<file path="config.mk">
export PLATFORM = sky130hd
export DESIGN_NAME = adder_engine_flat
export DESIGN_NICKNAME = d
export VERILOG_FILES = /design/src/rtl/adder_engine_pkg.sv /design/src/rtl/adder_engine_if.sv /design/src/rtl/adder_slice.sv /design/src/rtl/adder_engine.sv /design/src/flat_wrapper.sv
export SDC_FILE = /design/constraint.sdc
export NUM_CORES = 1
export LEC_CHECK = 0
export BUFFER_PORTS_ARGS = -buffer_cell sky130_fd_sc_hd__buf_2
export CAP_MARGIN = 10
export CELL_PAD_IN_SITES_DETAIL_PLACEMENT = 2
export CELL_PAD_IN_SITES_GLOBAL_PLACEMENT = 2
export CORE_ASPECT_RATIO = 0.5
export CORE_UTILIZATION = 37
export DETAILED_ROUTE_END_ITERATION = 8
export PLACE_DENSITY = 0.92
export SLEW_MARGIN = 40
export SYNTH_ARGS = -nofsm -noshare
export SYNTH_HDL_FRONTEND = slang
export SYNTH_SLANG_ARGS = --single-unit
</file>
<file path="constraint.sdc">
create_clock -name clk -period 6.1 [get_ports clk]
set_input_delay 1.22 -clock clk [delete_from_list [all_inputs] [get_ports clk]]
set_output_delay 1.22 -clock clk [all_outputs]
set_load 0.02 [all_outputs]
</file>
<file path="src/rtl/adder_engine_pkg.sv">
// ---------------------------------------------------------------------------
// adder_engine_pkg
// Shared definitions for the adder engine and its register-file slave:
//   - CTRL word bit positions (START, CLEAR)
//   - OFSIGN status word bit positions (OVF, CARRY, SIGN, ZERO, BUSY, DONE)
//   - FSM state encodings
//   - helper to assemble the OFSIGN word from individual flags
// ---------------------------------------------------------------------------
package adder_engine_pkg;

    // CTRL register bits
    localparam int CTRL_START = 0;
    localparam int CTRL_CLEAR = 1;

    // OFSIGN register bits
    localparam int OFS_OVF   = 0;
    localparam int OFS_CARRY = 1;
    localparam int OFS_SIGN  = 2;
    localparam int OFS_ZERO  = 3;
    localparam int OFS_BUSY  = 8;
    localparam int OFS_DONE  = 9;

    typedef enum logic {
        ST_IDLE = 1'b0,
        ST_CALC = 1'b1
    } state_e;

    // Unlisted bits read as 0.
    function automatic logic [31:0] pack_ofsign(input logic ovf, input logic carry,
                                                input logic sign, input logic zero,
                                                input logic busy, input logic done);
        logic [31:0] w;
        w            = '0;
        w[OFS_OVF]   = ovf;
        w[OFS_CARRY] = carry;
        w[OFS_SIGN]  = sign;
        w[OFS_ZERO]  = zero;
        w[OFS_BUSY]  = busy;
        w[OFS_DONE]  = done;
        return w;
    endfunction

endpackage

</file>
<file path="src/rtl/adder_engine_if.sv">
// ---------------------------------------------------------------------------
// adder_engine_if
// Register-file side bus of the adder engine.
//   augend, addend : operands (AUGEND / ADDEND registers)
//   ctrl           : control word (bit0 START level, bit1 CLEAR)
//   sum            : result (SUM register)
//   ofsign         : status word (OVF/CARRY/SIGN/ZERO/BUSY/DONE)
// master = register-file side, slave = engine side.
// ---------------------------------------------------------------------------
interface adder_engine_if;
    logic [31:0] augend;
    logic [31:0] addend;
    logic [31:0] ctrl;
    logic [31:0] sum;
    logic [31:0] ofsign;

    modport master (output augend, addend, ctrl, input sum, ofsign);
    modport slave  (input augend, addend, ctrl, output sum, ofsign);
endinterface

</file>
<file path="src/rtl/adder_slice.sv">
// ---------------------------------------------------------------------------
// adder_slice
// Combinational SLICE_W-bit adder with carry in/out.
//   a, b : slice operands
//   cin  : carry in
//   s    : slice sum
//   cout : carry out
// ---------------------------------------------------------------------------
module adder_slice #(
    parameter int SLICE_W = 8
) (
    input  logic [SLICE_W-1:0] a,
    input  logic [SLICE_W-1:0] b,
    input  logic               cin,
    output logic [SLICE_W-1:0] s,
    output logic               cout
);
    assign {cout, s} = {1'b0, a} + {1'b0, b} + {{SLICE_W{1'b0}}, cin};
endmodule

</file>
<file path="src/rtl/adder_engine.sv">
// ---------------------------------------------------------------------------
// adder_engine
// Multi-cycle 32-bit adder: adds one SLICE_W-bit slice per cycle, so a
// result takes N = 32/SLICE_W cycles after the start edge.
//   clk   : clock, rising edge
//   rst_n : asynchronous active-low reset
//   bus   : adder_engine_if.slave (augend/addend/ctrl in, sum/ofsign out)
// sum and the flags are only written on completion or CLEAR, so they stay
// stable while a calculation is running.
// ---------------------------------------------------------------------------
module adder_engine
    import adder_engine_pkg::*;
#(
    parameter int SLICE_W = 8
) (
    input  logic           clk,
    input  logic           rst_n,
    adder_engine_if.slave  bus
);
    localparam int N     = 32 / SLICE_W;
    localparam int IDX_W = (N > 1) ? $clog2(N) : 1;
    localparam logic [IDX_W-1:0] IDX_LAST = IDX_W'(N - 1);

    state_e                    state_q;
    logic                      start_q;
    logic [N-1:0][SLICE_W-1:0] a_q, b_q, acc_q;
    logic                      carry_q;
    logic [IDX_W-1:0]          idx_q;
    logic [31:0]               sum_q;
    logic                      ovf_q, cflag_q, sign_q, zero_q, busy_q, done_q;

    logic                      start, clear, start_ev;
    logic [SLICE_W-1:0]        s_sl;
    logic                      cout_sl;
    logic [N-1:0][SLICE_W-1:0] acc_d;
    logic [31:0]               acc_flat;
    logic                      unused_ctrl;

    assign start       = bus.ctrl[CTRL_START];
    assign clear       = bus.ctrl[CTRL_CLEAR];
    assign start_ev    = start & ~start_q;
    assign unused_ctrl = ^bus.ctrl[31:2];

    adder_slice #(.SLICE_W(SLICE_W)) u_slice (
        .a    (a_q[idx_q]),
        .b    (b_q[idx_q]),
        .cin  (carry_q),
        .s    (s_sl),
        .cout (cout_sl)
    );

    // Accumulator with the current slice merged in; on the last slice this
    // is the complete result.
    always_comb begin
        acc_d        = acc_q;
        acc_d[idx_q] = s_sl;
        acc_flat     = acc_d;
    end

    always_ff @(posedge clk or negedge rst_n) begin
        if (!rst_n) begin
            state_q <= ST_IDLE;
            start_q <= 1'b0;
            a_q     <= '0;
            b_q     <= '0;
            acc_q   <= '0;
            carry_q <= 1'b0;
            idx_q   <= '0;
            sum_q   <= '0;
            ovf_q   <= 1'b0;
            cflag_q <= 1'b0;
            sign_q  <= 1'b0;
            zero_q  <= 1'b0;
            busy_q  <= 1'b0;
            done_q  <= 1'b0;
        end else begin
            start_q <= start;
            if (clear) begin
                // CLEAR wins over a simultaneous start event.
                state_q <= ST_IDLE;
                sum_q   <= '0;
                ovf_q   <= 1'b0;
                cflag_q <= 1'b0;
                sign_q  <= 1'b0;
                zero_q  <= 1'b0;
                busy_q  <= 1'b0;
                done_q  <= 1'b0;
            end else begin
                case (state_q)
                    ST_IDLE: begin
                        if (start_ev) begin
                            a_q     <= bus.augend;
                            b_q     <= bus.addend;
                            acc_q   <= '0;
                            carry_q <= 1'b0;
                            idx_q   <= '0;
                            busy_q  <= 1'b1;
                            done_q  <= 1'b0;
                            state_q <= ST_CALC;
                        end
                    end
                    ST_CALC: begin
                        // Start events are ignored here.
                        acc_q   <= acc_d;
                        carry_q <= cout_sl;
                        idx_q   <= idx_q + IDX_W'(1);
                        if (idx_q == IDX_LAST) begin
                            sum_q   <= acc_flat;
                            cflag_q <= cout_sl;
                            ovf_q   <= (a_q[N-1][SLICE_W-1] == b_q[N-1][SLICE_W-1]) &&
                                       (acc_flat[31] != a_q[N-1][SLICE_W-1]);
                            sign_q  <= acc_flat[31];
                            zero_q  <= (acc_flat == 32'd0);
                            busy_q  <= 1'b0;
                            done_q  <= 1'b1;
                            state_q <= ST_IDLE;
                        end
                    end
                    default: state_q <= ST_IDLE;
                endcase
            end
        end
    end

    assign bus.sum    = sum_q;
    assign bus.ofsign = pack_ofsign(ovf_q, cflag_q, sign_q, zero_q, busy_q, done_q);

endmodule

</file>
<file path="src/flat_wrapper.sv">
// flat-port wrapper written by rule: the top's interface ports become plain ports
module adder_engine_flat import adder_engine_pkg::*;
#(
    parameter int SLICE_W = 8
)
  (clk, rst_n, bus_augend, bus_addend, bus_ctrl, bus_sum, bus_ofsign);
  adder_engine_if bus_i ();
  input  logic clk;
  input  logic rst_n;
  input wire logic [$bits(bus_i.augend)-1:0] bus_augend;
  input wire logic [$bits(bus_i.addend)-1:0] bus_addend;
  input wire logic [$bits(bus_i.ctrl)-1:0] bus_ctrl;
  output wire logic [$bits(bus_i.sum)-1:0] bus_sum;
  output wire logic [$bits(bus_i.ofsign)-1:0] bus_ofsign;
  assign bus_i.augend = bus_augend;
  assign bus_i.addend = bus_addend;
  assign bus_i.ctrl = bus_ctrl;
  assign bus_sum = bus_i.sum;
  assign bus_ofsign = bus_i.ofsign;
  adder_engine #(.SLICE_W(SLICE_W)) u_core (.clk(clk), .rst_n(rst_n), .bus(bus_i));
endmodule
</file>
==> flow_summary.json, run 1 <==
{
  "synthCells": 519,
  "yosys_most_used_dff": "dfrtp_1",
  "grt_pass1_wl_mm": 32.1,
  "preCtsSetupSlack_ns": 1.84,
  "pwr-share-comb": 0.474,
  "sequentialPowerShare": 0.275,
  "slowest_delay_ns": 0.82,
  "period_share": 0.712,
  "hold_buffers": 0,
  "die_h_um": 94.1,
  "fp-row-count": 33,
  "critPathArrivalTime_ns": 4.68,
  "run_status": "completed",
  "p_int_uw": 2380,
  "cap_violations": 0,
  "first_pass_iters": 5,
  "wl_per_cell_um": 24.4,
  "rsz0062_at_grt": "false",
  "fillers": 1634,
  "async_reset_ff_frac": 1.00,
  "stdcell_area_um2": 7530,
  "cp_common_cell": "fa_1",
  "cts_root_buf": "clkbuf_16",
  "port_buffers": 105,
  "report.final.slew_viol_count": 0,
  "required_ns": 6.44,
  "powerDensity_nw_per_um2": 569,
  "worst_slack_ns": 1.76,
  "path_clk_slew_ns": 0.06,
  "worst-setup-path-type": "flop to flop",
  "synth_top_cell_by_area": "dfrtp_1",
  "peakVddDrop_mv": 0.298,
  "yosys.cell_types.count": 51,
  "power_leakage_uw": 0.00353,
  "post-cts-setup-buffer-count": 0,
  "vias": 4675,
  "met1_usage": 0.304,
  "viasPerCell": 5.47,
  "syn_to_final_growth_pct": 20.0,
  "hp-class": "flop to flop",
  "drive_above_1_share": 0.382,
  "routed_wl_mm": 20.9,
  "instances_no_fill": 855,
  "fmax_mhz": 230,
  "synthMostInstantiatedCell": "dfrtp_1",
  "gr-usage-met2": 0.428,
  "layout.nets": 727,
  "grt-busiest-layer": "met2",
  "setup_viol": 0,
  "post_cts_resized": 0,
  "slew_headroom": 0.478,
  "initial_core_util": 0.381,
  "min_period_ns": 4.34,
  "post-dp-hpwl_mm": 13.1,
  "core_um2": 16500,
  "worstPathCellList": "buf_4, mux4_2, inv_1, fa_1, fa_1, xor2_2, a21oi_1, or4_1, a211oi_2, o2111ai_1, o21ai_1",
  "ys_top_cells_by_count": "dfrtp_1 (130), mux2_2 (64), nand2_1 (48), o21ai_0 (41), buf_4 (33)",
  "hold_ws_ns": 0.477,
  "dp_cells": 823,
  "cp-end-kind": "flop",
  "placed_area_um2": 6880,
  "io_pins": 162,
  "syn_avg_cell_area_um2": 12.1,
  "synth-seq-cells": 130,
  "grt_max_degree": 69,
  "syn_area_um2": 6270,
  "track_usage": 0.253,
  "gp_congestion": 0.808,
  "crit_slowest_cell": "dfrtp_1",
  "ys_seq_area_frac": 0.519,
  "clock_skew_ns": 0.00846,
  "yosys_warnings": 0,
  "p_switching_uw": 1900,
  "clk_latency_ns": 0.43,
  "postRouteAntennaNets": 0,
  "synth-edff-count": 0,
  "ctsLongestPathBuffers": 2,
  "tightest_slew_ns": 0.783,
  "clock_sinks": 130,
  "finalHoldViolCount": 0,
  "setup_tns_ns": 0,
  "n_antenna_cell": 0,
  "cp_max_fo": 12,
  "netlist.area_leader.share": 0.519,
  "first_iter_violations": 255,
  "die_width_um": 186,
  "swShare": 0.444,
  "cts_tree": "yes",
  "yosys-top-cells-area": "dfrtp_1 (52%), mux2_2 (11%), mux4_2 (5.7%)",
  "antenna_found_initial": 1,
  "overflow": 0,
  "grt_pass1_vias": 5368,
  "startpoint_type": "flop",
  "use_met3": 0.0601,
  "dieArea_um2": 17500,
  "cts_max_level": 4,
  "clkPwrFrac": 0.251,
  "drc_errors": 0,
  "numCtsBuffers": 17
}
-- placed cells by master (no fill, tap or decap), types with 16 or more instances in the layout --
cell | netlist | layout
nand2_1 | 48 | 48
nor2_1 | 17 | 17
o21ai_0 | 41 | 41
mux4_2 | 16 | 16
conb_1 | 1 | 26
clkbuf_16 | 0 | 17
dfrtp_1 | 130 | 130
buf_2 | 10 | 104
mux2_2 | 64 | 64
a21oi_1 | 17 | 16
-- registers in the layout, indices dropped and copies added, names as in the netlist, 2 cells and up --
register and flops:
u_core.bus.sum 31, u_core.idx_q 2, u_core.b_q 32, u_core.acc_q 24
u_core.a_q 32
-- stage by stage --
stage | utilization | power, uW
floorplan | - | 2340
global placement | 0.417 | 2860
detailed placement | 0.418 | 3020
CTS | 0.454 | 4240
global route | 0.457 | 4450
finish | 0.457 | 4280
-- logic make-up (layout without fill, tap and decap cells) --
group / after synthesis / count (layout) / synth area share
other: 1 / 26 / 0.000598
XOR/XNOR: 4 / 4 / 0.00678
flip-flops: 130 / 130 / 0.519
multiplexers: 95 / 95 / 0.196
AND/OR/NAND/NOR: 98 / 98 / 0.0754
AO/OA/AOI/OAI: 104 / 104 / 0.107
buffers and inverters: 74 / 158 / 0.0672
adder cells (fa/ha/maj): 13 / 13 / 0.0283
-- power by group through the flow --
stage	combinational, uW	clock (uW)	sequential (uW)
2_1_floorplan	1210	0	1130
3_3_place_gp	1700	0	1160
3_5_place_dp	1840	0	1180
4_1_cts	1980	1090	1170
5_1_grt	2130	1120	1190
6_report	2030	1070	1180
-- cell type report --
cell class,instances,area [um2],area share
sequential,130,3250,0.432
multi-input combinational,340,2730,0.363
timing repair buffer,112,601,0.0798
clock buffer,18,439,0.0583
tap,227,284,0.0377
clock inverter,13,160,0.0213
inverter,15,56.3,0.00748
-- path summary, 6_finish.rpt --
path	depth (start not counted)	slack (ns)	from	endpoint
setup / recovery	11	1.76	u_core.idx_q[0]	u_core.zero_q
hold / removal	2	0.48	u_core.bus.sum[8]	u_core.bus.sum[8]
setup reg to reg	11	1.76	u_core.idx_q[0]	u_core.zero_q
hold reg to reg	2	0.48	u_core.bus.sum[8]	u_core.bus.sum[8]
max in group asynchronous	2	4.23	rst_n	u_core.b_q[1]
min in group asynchronous	1	0.77	rst_n	u_core.bus.sum[9]
-- per-layer routing --
metal	vias up	wire [um]
li1	1986	-
met1	2450	8630
met2	184	10400
met3	53	1180
met4	2	665
met5	-	19
-- worst max-delay path: cells and delay by family, from the launching register on --
| family | cells | cell delay [ns] |
|---|---|---|
| multiplexers | 1 | 0.28 |
| flip-flops | 1 | 0.82 |
| XOR/XNOR | 1 | 0.52 |
| AO/OA/AOI/OAI | 4 | 0.80 |
| AND/OR/NAND/NOR | 1 | 0.46 |
| buffers and inverters | 2 | 0.43 |
| adder cells (fa/ha/maj) | 2 | 0.92 |
Power figures use the tool's default switching activity.
==> run 2: changes to the inputs <==
Settings changed: ABC_AREA set to 1, CORE_UTILIZATION 37 to 29, PLACE_DENSITY 0.92 to 0.83.
Clock period 6.1 ns to 3.8 ns, I/O delays scaled along.
==> run 2 against run 1 <==
Compared with the run above:
- synthesized area increased by 8.4%
- count of clock-buffer cells in the layout up 1
- largest power group unchanged
- highest routed layer is now met4
- global-route usage down 6.9 points
- via count grew 17%
- combinational power up 24%
==> flow_summary.json, run 2 <==
{
  "p_int_uw": 3600,
  "tightest_slew_ns": 0.764,
  "hold_buffers": 0,
  "cp-end-kind": "flop",
  "ff2ff_path_depth": 17,
  "hp-class": "input port to asynchronous set/reset pin",
  "post-cts-setup-buffer-count": 0,
  "post-dp-hpwl_mm": 15.0,
  "setup_viol": 0,
  "grt_pass1_wl_mm": 33.4,
  "cts_max_level": 4,
  "worstPathCellList": "clkinv_1, nand2_1, a32o_1, fa_1, fa_1, nand2_1, o21ai_0, nand2_1, nor2_1, nand2_1, nor2_1, nand3_1, nor2_1, nand2_1, nor2_1, nand2_1, nand2_1",
  "cp_common_cell": "nand2_1",
  "report.final.slew_viol_count": 0,
  "pwr-share-comb": 0.408,
  "synthCells": 730,
  "yosys-top-cells-area": "dfrtp_1 (51%), mux2_2 (10%), nand2_1 (7.5%)",
  "routed_wl_mm": 20.8,
  "antenna_found_initial": 1,
  "overflow": 0,
  "netlist.area_leader.share": 0.508,
  "synth-edff-count": 0,
  "port_buffers": 105,
  "worst_slack_ns": 0.460,
  "r2r_slack_ns": 0.46,
  "peakVddDrop_mv": 0.426,
  "track_usage": 0.184,
  "gp_congestion": 0.779,
  "io_pins": 162,
  "clock_sinks": 138,
  "critPathBufInv": 1,
  "wl_per_cell_um": 18.2,
  "swShare": 0.415,
  "async_reset_ff_frac": 1.00,
  "finalHoldViolCount": 0,
  "wl_met3_um": 673,
  "crit_family": "simple AND/OR/NAND/NOR gates",
  "path_clk_slew_ns": 0.07,
  "timing.rr.end": "u_core.zero_q",
  "first_pass_iters": 4,
  "cts_root_buf": "clkbuf_16",
  "synthMostInstantiatedCell": "dfrtp_1",
  "core_um2": 22900,
  "clock_skew_ns": 0.0191,
  "drc_errors": 0,
  "layout_common_cells": "dfrtp_1 (138), nand2_1 (136), buf_2 (104), inv_1 (78), o21ai_0 (71)",
  "r2r-start": "u_core.idx_q[0]",
  "p_switching_uw": 2550,
  "yosys.cell_types.count": 30,
  "synth-seq-cells": 138,
  "p_total_uw": 6150,
  "power_leakage_uw": 0.00399,
  "yosys_most_used_dff": "dfrtp_1",
  "period_share": 0.879,
  "vias": 5456,
  "min_period_ns": 3.34,
  "setup_tns_ns": 0,
  "die_width_um": 219,
  "synth_top_cell_by_area": "dfrtp_1",
  "numCtsBuffers": 17,
  "startpoint_type": "flop",
  "dieArea_um2": 24100,
  "rsz0062_at_grt": "false",
  "wl_met1_mm": 9.55,
  "multiInputGateArea_um2": 2740,
  "grt_pass1_vias": 6098,
  "slew_headroom": 0.491,
  "required_ns": 4.18,
  "cap_violations": 0,
  "fp-row-count": 39,
  "viasPerCell": 4.77,
  "biggestRegsByFlops": "u_core.a_q x32, u_core.acc_q x32, u_core.b_q x32",
  "top_layer_used": "met4",
  "initial_core_util": 0.297,
  "cts_tree": "yes",
  "fmax_mhz": 299,
  "die_h_um": 110,
  "dr_wl_met2_mm": 10.2,
  "powerDensity_nw_per_um2": 753,
  "final_common_cell": "dfrtp_1",
  "ys_seq_area_frac": 0.508,
  "clk_latency_ns": 0.44,
  "post_cts_resized": 0,
  "critPathArrivalTime_ns": 3.72,
  "slowest_delay_ns": 0.68,
  "postRouteAntennaNets": 0,
  "syn_area_um2": 6800,
  "drive_above_1_share": 0.282,
  "layout.nets": 935,
  "clkPwrFrac": 0.284,
  "ctsLongestPathBuffers": 2,
  "yosys_warnings": 0,
  "worst-setup-path-type": "flop to flop",
  "run_status": "completed",
  "cp_max_fo": 11,
  "ys_top_cells_by_count": "dfrtp_1 (138), nand2_1 (136), inv_1 (79), o21ai_0 (71), mux2_2 (62)",
  "syn_avg_cell_area_um2": 9.32,
  "preCtsSetupSlack_ns": 0.508,
  "grt_max_degree": 91,
  "crit_slowest_cell": "fa_1",
  "first_iter_violations": 189,
  "fillers": 2538,
  "syn_to_final_growth_pct": 20.1,
  "ff_latch_area_um2": 3450,
  "sequentialPowerShare": 0.308
}
==> run 2: changes by cell type after synthesis, sizes merged, moves of 8 or more <==
cell | previous run | this run
o21ai | 46 | 78
nor4 | 8 | 0
a22o | 13 | 0
dfrtp | 130 | 138
nand2 | 48 | 147
mux2i | 15 | 0
nor2 | 18 | 47
inv | 15 | 82
o22ai | 1 | 42
nand3 | 0 | 32
clkbuf | 14 | 22
mux4 | 16 | 0
==> run 2: cells by family (layout without fill, tap and decap cells) <==
| family | after synthesis | count (layout) | synth area share |
|---|---|---|---|
| buffers and inverters | 150 | 232 | 0.105 |
| multiplexers | 62 | 62 | 0.103 |
| AO/OA/AOI/OAI | 139 | 139 | 0.117 |
| flip-flops | 138 | 138 | 0.508 |
| adder cells (fa/ha/maj) | 13 | 13 | 0.0261 |
| AND/OR/NAND/NOR | 227 | 227 | 0.140 |
| other | 1 | 27 | 0.000551 |
==> run 2: metrics by stage <==
stage / hold slack, ns / cells / util / area (um2)
3_5_place_dp: 0.475 / 1112 / 0.330 / 7550
5_1_grt: 0.434 / 1144 / 0.357 / 8170
6_report: 0.374 / 1145 / 0.357 / 8170
3_3_place_gp: 0.467 / 1110 / 0.328 / 7510
4_1_cts: 0.431 / 1144 / 0.357 / 8160
2_1_floorplan: 0.450 / 755 / - / 6890
==> run 2: layout make-up <==
type / instances / share of cell area
multi-input combinational: 467 / 0.336
timing repair buffer: 116 / 0.0810
inverter: 84 / 0.0386
clock inverter: 13 / 0.0205
clock buffer: 19 / 0.0542
tap: 307 / 0.0470
sequential: 138 / 0.423
antenna: 1 / 0.000306
==> run 2: worst max-delay path by stage <==
stage / startpoint / end / slack (ns) / cells after the start
after detailed placement: u_core.idx_q[0] / u_core.zero_q / 0.51 / 17
after global placement: u_core.idx_q[0] / u_core.zero_q / 0.61 / 17
after global routing: u_core.idx_q[0] / u_core.zero_q / 0.24 / 16
after CTS: u_core.idx_q[0] / u_core.zero_q / 0.43 / 17
final: u_core.idx_q[0] / u_core.zero_q / 0.46 / 17
after floorplan: u_core.idx_q[0] / u_core.zero_q / 0.81 / 19
==> run 2: power groups by stage <==
stage                     combinational [uW]  sequential, uW  clock (uW)
after floorplan                         1680            1870           0
after global placement                  2330            1900           0
after detailed placement                2510            1920           0
after CTS                               2540            1900        1790
after global routing                    2800            1920        1850
final                                   2510            1890        1750
==> run 2: metal layers <==
metal | global-route usage | vias up
met5 | 0 | -
met4 | 0.0659 | 0
met3 | 0.0417 | 28
met2 | 0.311 | 89
met1 | 0.231 | 2800
li1 | - | 2539
==> run 3: changes to the inputs <==
Settings changed: CORE_ASPECT_RATIO 0.5 to 2, CORE_MARGIN set to 3, SETUP_SLACK_MARGIN set to 0.2.
==> run 3 against run 2 <==
Compared with the run above:
- register-to-register slack is essentially flat
- total power increased by 3.9%
- core utilization up 0.17 points
- design area up 0.26%
- sequential share of layout area is 0.11 points lower
- critical path type unchanged
- highest routed layer unchanged
==> flow_summary.json, run 3 (synthesis results as in run 2) <==
{
  "worstPathCellList": "clkinvlp_4, a32o_1, fa_1, fa_2, nand2_1, o21ai_0, nand2_1, nor2_1, nand2_1, nor2_1, nand3_1, nor2_1, nand2_1, nor2_1, nand2_1, nand2_1",
  "critPathBufInv": 1,
  "gp_congestion": 0.832,
  "post-dp-hpwl_mm": 15.3,
  "slowest_delay_ns": 0.68,
  "grt_max_degree": 81,
  "vias": 5339,
  "report.final.slew_viol_count": 0,
  "multiInputGateArea_um2": 2740,
  "ff2ff_path_depth": 16,
  "numCtsBuffers": 17,
  "critPathArrivalTime_ns": 3.70,
  "grt_pass1_wl_mm": 33.5,
  "setup_tns_ns": 0,
  "n_antenna_cell": 0,
  "worst-setup-path-type": "flop to flop",
  "initial_core_util": 0.298,
  "clk_latency_ns": 0.44,
  "drive_above_1_share": 0.286,
  "viasPerCell": 4.78,
  "grt_pass1_vias": 6225,
  "die_width_um": 114,
  "hold_buffers": 0,
  "cp-end-kind": "flop",
  "stdcell_area_um2": 8190,
  "rsz0062_at_grt": "false",
  "layout_common_cells": "dfrtp_1 (138), nand2_1 (136), buf_2 (104), inv_1 (77), o21ai_0 (71)",
  "final_common_cell": "dfrtp_1",
  "crit_slowest_cell": "fa_2",
  "io_pins": 162,
  "clock_skew_ns": 0.00793,
  "first_pass_iters": 4,
  "drc_errors": 0,
  "powerDensity_nw_per_um2": 780,
  "cap_violations": 0,
  "startpoint": "u_core.idx_q[1]",
  "biggestRegsByFlops": "u_core.a_q x32, u_core.acc_q x32, u_core.b_q x32",
  "postRouteAntennaNets": 0,
  "crit_family": "adder cells",
  "tightest_slew_ns": 0.694,
  "placed_area_um2": 7490,
  "r2r-start": "u_core.idx_q[1]",
  "ff_latch_area_um2": 3450,
  "overflow": 0,
  "layout.nets": 935,
  "track_usage": 0.169,
  "path_clk_slew_ns": 0.06,
  "wl_per_cell_um": 18.4,
  "timing.rr.end": "u_core.zero_q",
  "setup_viol": 0,
  "syn_to_final_growth_pct": 20.4,
  "fp-row-count": 78,
  "antenna_found_initial": 0,
  "clock_sinks": 138,
  "finalHoldViolCount": 0,
  "cp.depth": 16,
  "first_iter_violations": 123,
  "post-cts-setup-buffer-count": 0,
  "dieArea_um2": 25400,
  "core_um2": 22800,
  "cp_max_fo": 9,
  "power_leakage_uw": 0.00402,
  "startpoint_type": "flop",
  "min_period_ns": 3.33,
  "cp_common_cell": "nand2_1",
  "ctsLongestPathBuffers": 2,
  "die_h_um": 223,
  "fillers": 2594,
  "routed_wl_mm": 20.6,
  "port_buffers": 105,
  "cts_tree": "yes",
  "peakVddDrop_mv": 0.325,
  "critPathCapture": "u_core.zero_q",
  "run_status": "completed",
  "period_share": 0.878,
  "required_ns": 4.17,
  "slew_headroom": 0.537,
  "cts_root_buf": "clkbuf_16",
  "fmax_mhz": 300,
  "r2r_slack_ns": 0.47,
  "cts_max_level": 4,
  "hp-class": "input port to asynchronous set/reset pin"
}
run 3: final cells by class:
| class | instances | share of cell area |
|---|---|---|
| sequential | 138 | 0.422 |
| multi-input combinational | 467 | 0.335 |
| timing repair buffer | 116 | 0.0768 |
| clock buffer | 21 | 0.0587 |
| tap | 280 | 0.0428 |
| inverter | 84 | 0.0390 |
| clock inverter | 11 | 0.0261 |
run 3: worst reg2reg max path: cells and delay by family (launching register included):
kind | cells | cell delay (ns)
buffers and inverters | 1 | 0.21
AO/OA/AOI/OAI | 2 | 0.45
AND/OR/NAND/NOR | 11 | 1.12
adder cells (fa/ha/maj) | 2 | 1.12
flip-flops | 1 | 0.39
run 3: stage by stage:
step / power (uW) / cells / setup slack [ns] / hold slack, ns / utilization
final: 6390 / 1117 / 0.465 / 0.350 / 0.359
after detailed placement: 4470 / 1085 / 0.575 / 0.468 / 0.328
after CTS: 6470 / 1117 / 0.428 / 0.399 / 0.358
after floorplan: 3550 / 755 / 0.811 / 0.450 / -
after global routing: 6810 / 1117 / 0.202 / 0.396 / 0.359
after global placement: 4350 / 1085 / 0.649 / 0.465 / 0.328
run 3: worst min-delay path by stage:
stage	cells after the start	endpoint	start	slack [ns]
floorplan	2	u_core.zero_q	u_core.zero_q	0.45
global placement	2	u_core.bus.sum[26]	u_core.bus.sum[26]	0.46
detailed placement	2	u_core.bus.sum[7]	u_core.bus.sum[7]	0.47
CTS	1	u_core.a_q[30]	rst_n	0.40
global route	1	u_core.busy_q	rst_n	0.40
finish	1	u_core.a_q[30]	rst_n	0.35
run 3: timing repair:
item	in CTS	in global routing
endpoints found under the hold margin	0	0
gates resized for setup	0	2
endpoints found under the setup margin	0	1
run 3: layer usage:
| metal | share of wire | track usage | routed length (um) | up-vias |
|---|---|---|---|---|
| met4 | 0.021 | 0.0583 | 434 | 0 |
| met5 | 0 | 0 | 0 | - |
| met2 | 0.59 | 0.329 | 12100 | 103 |
| li1 | - | - | - | 2524 |
| met1 | 0.36 | 0.174 | 7380 | 2690 |
| met3 | 0.033 | 0.0308 | 673 | 22 |
run 3: power breakdown:
group          switching, uW  total, uW  internal [uW]
combinational           1720       2550            825
sequential               152       1900           1750
clock                    646       1940           1300
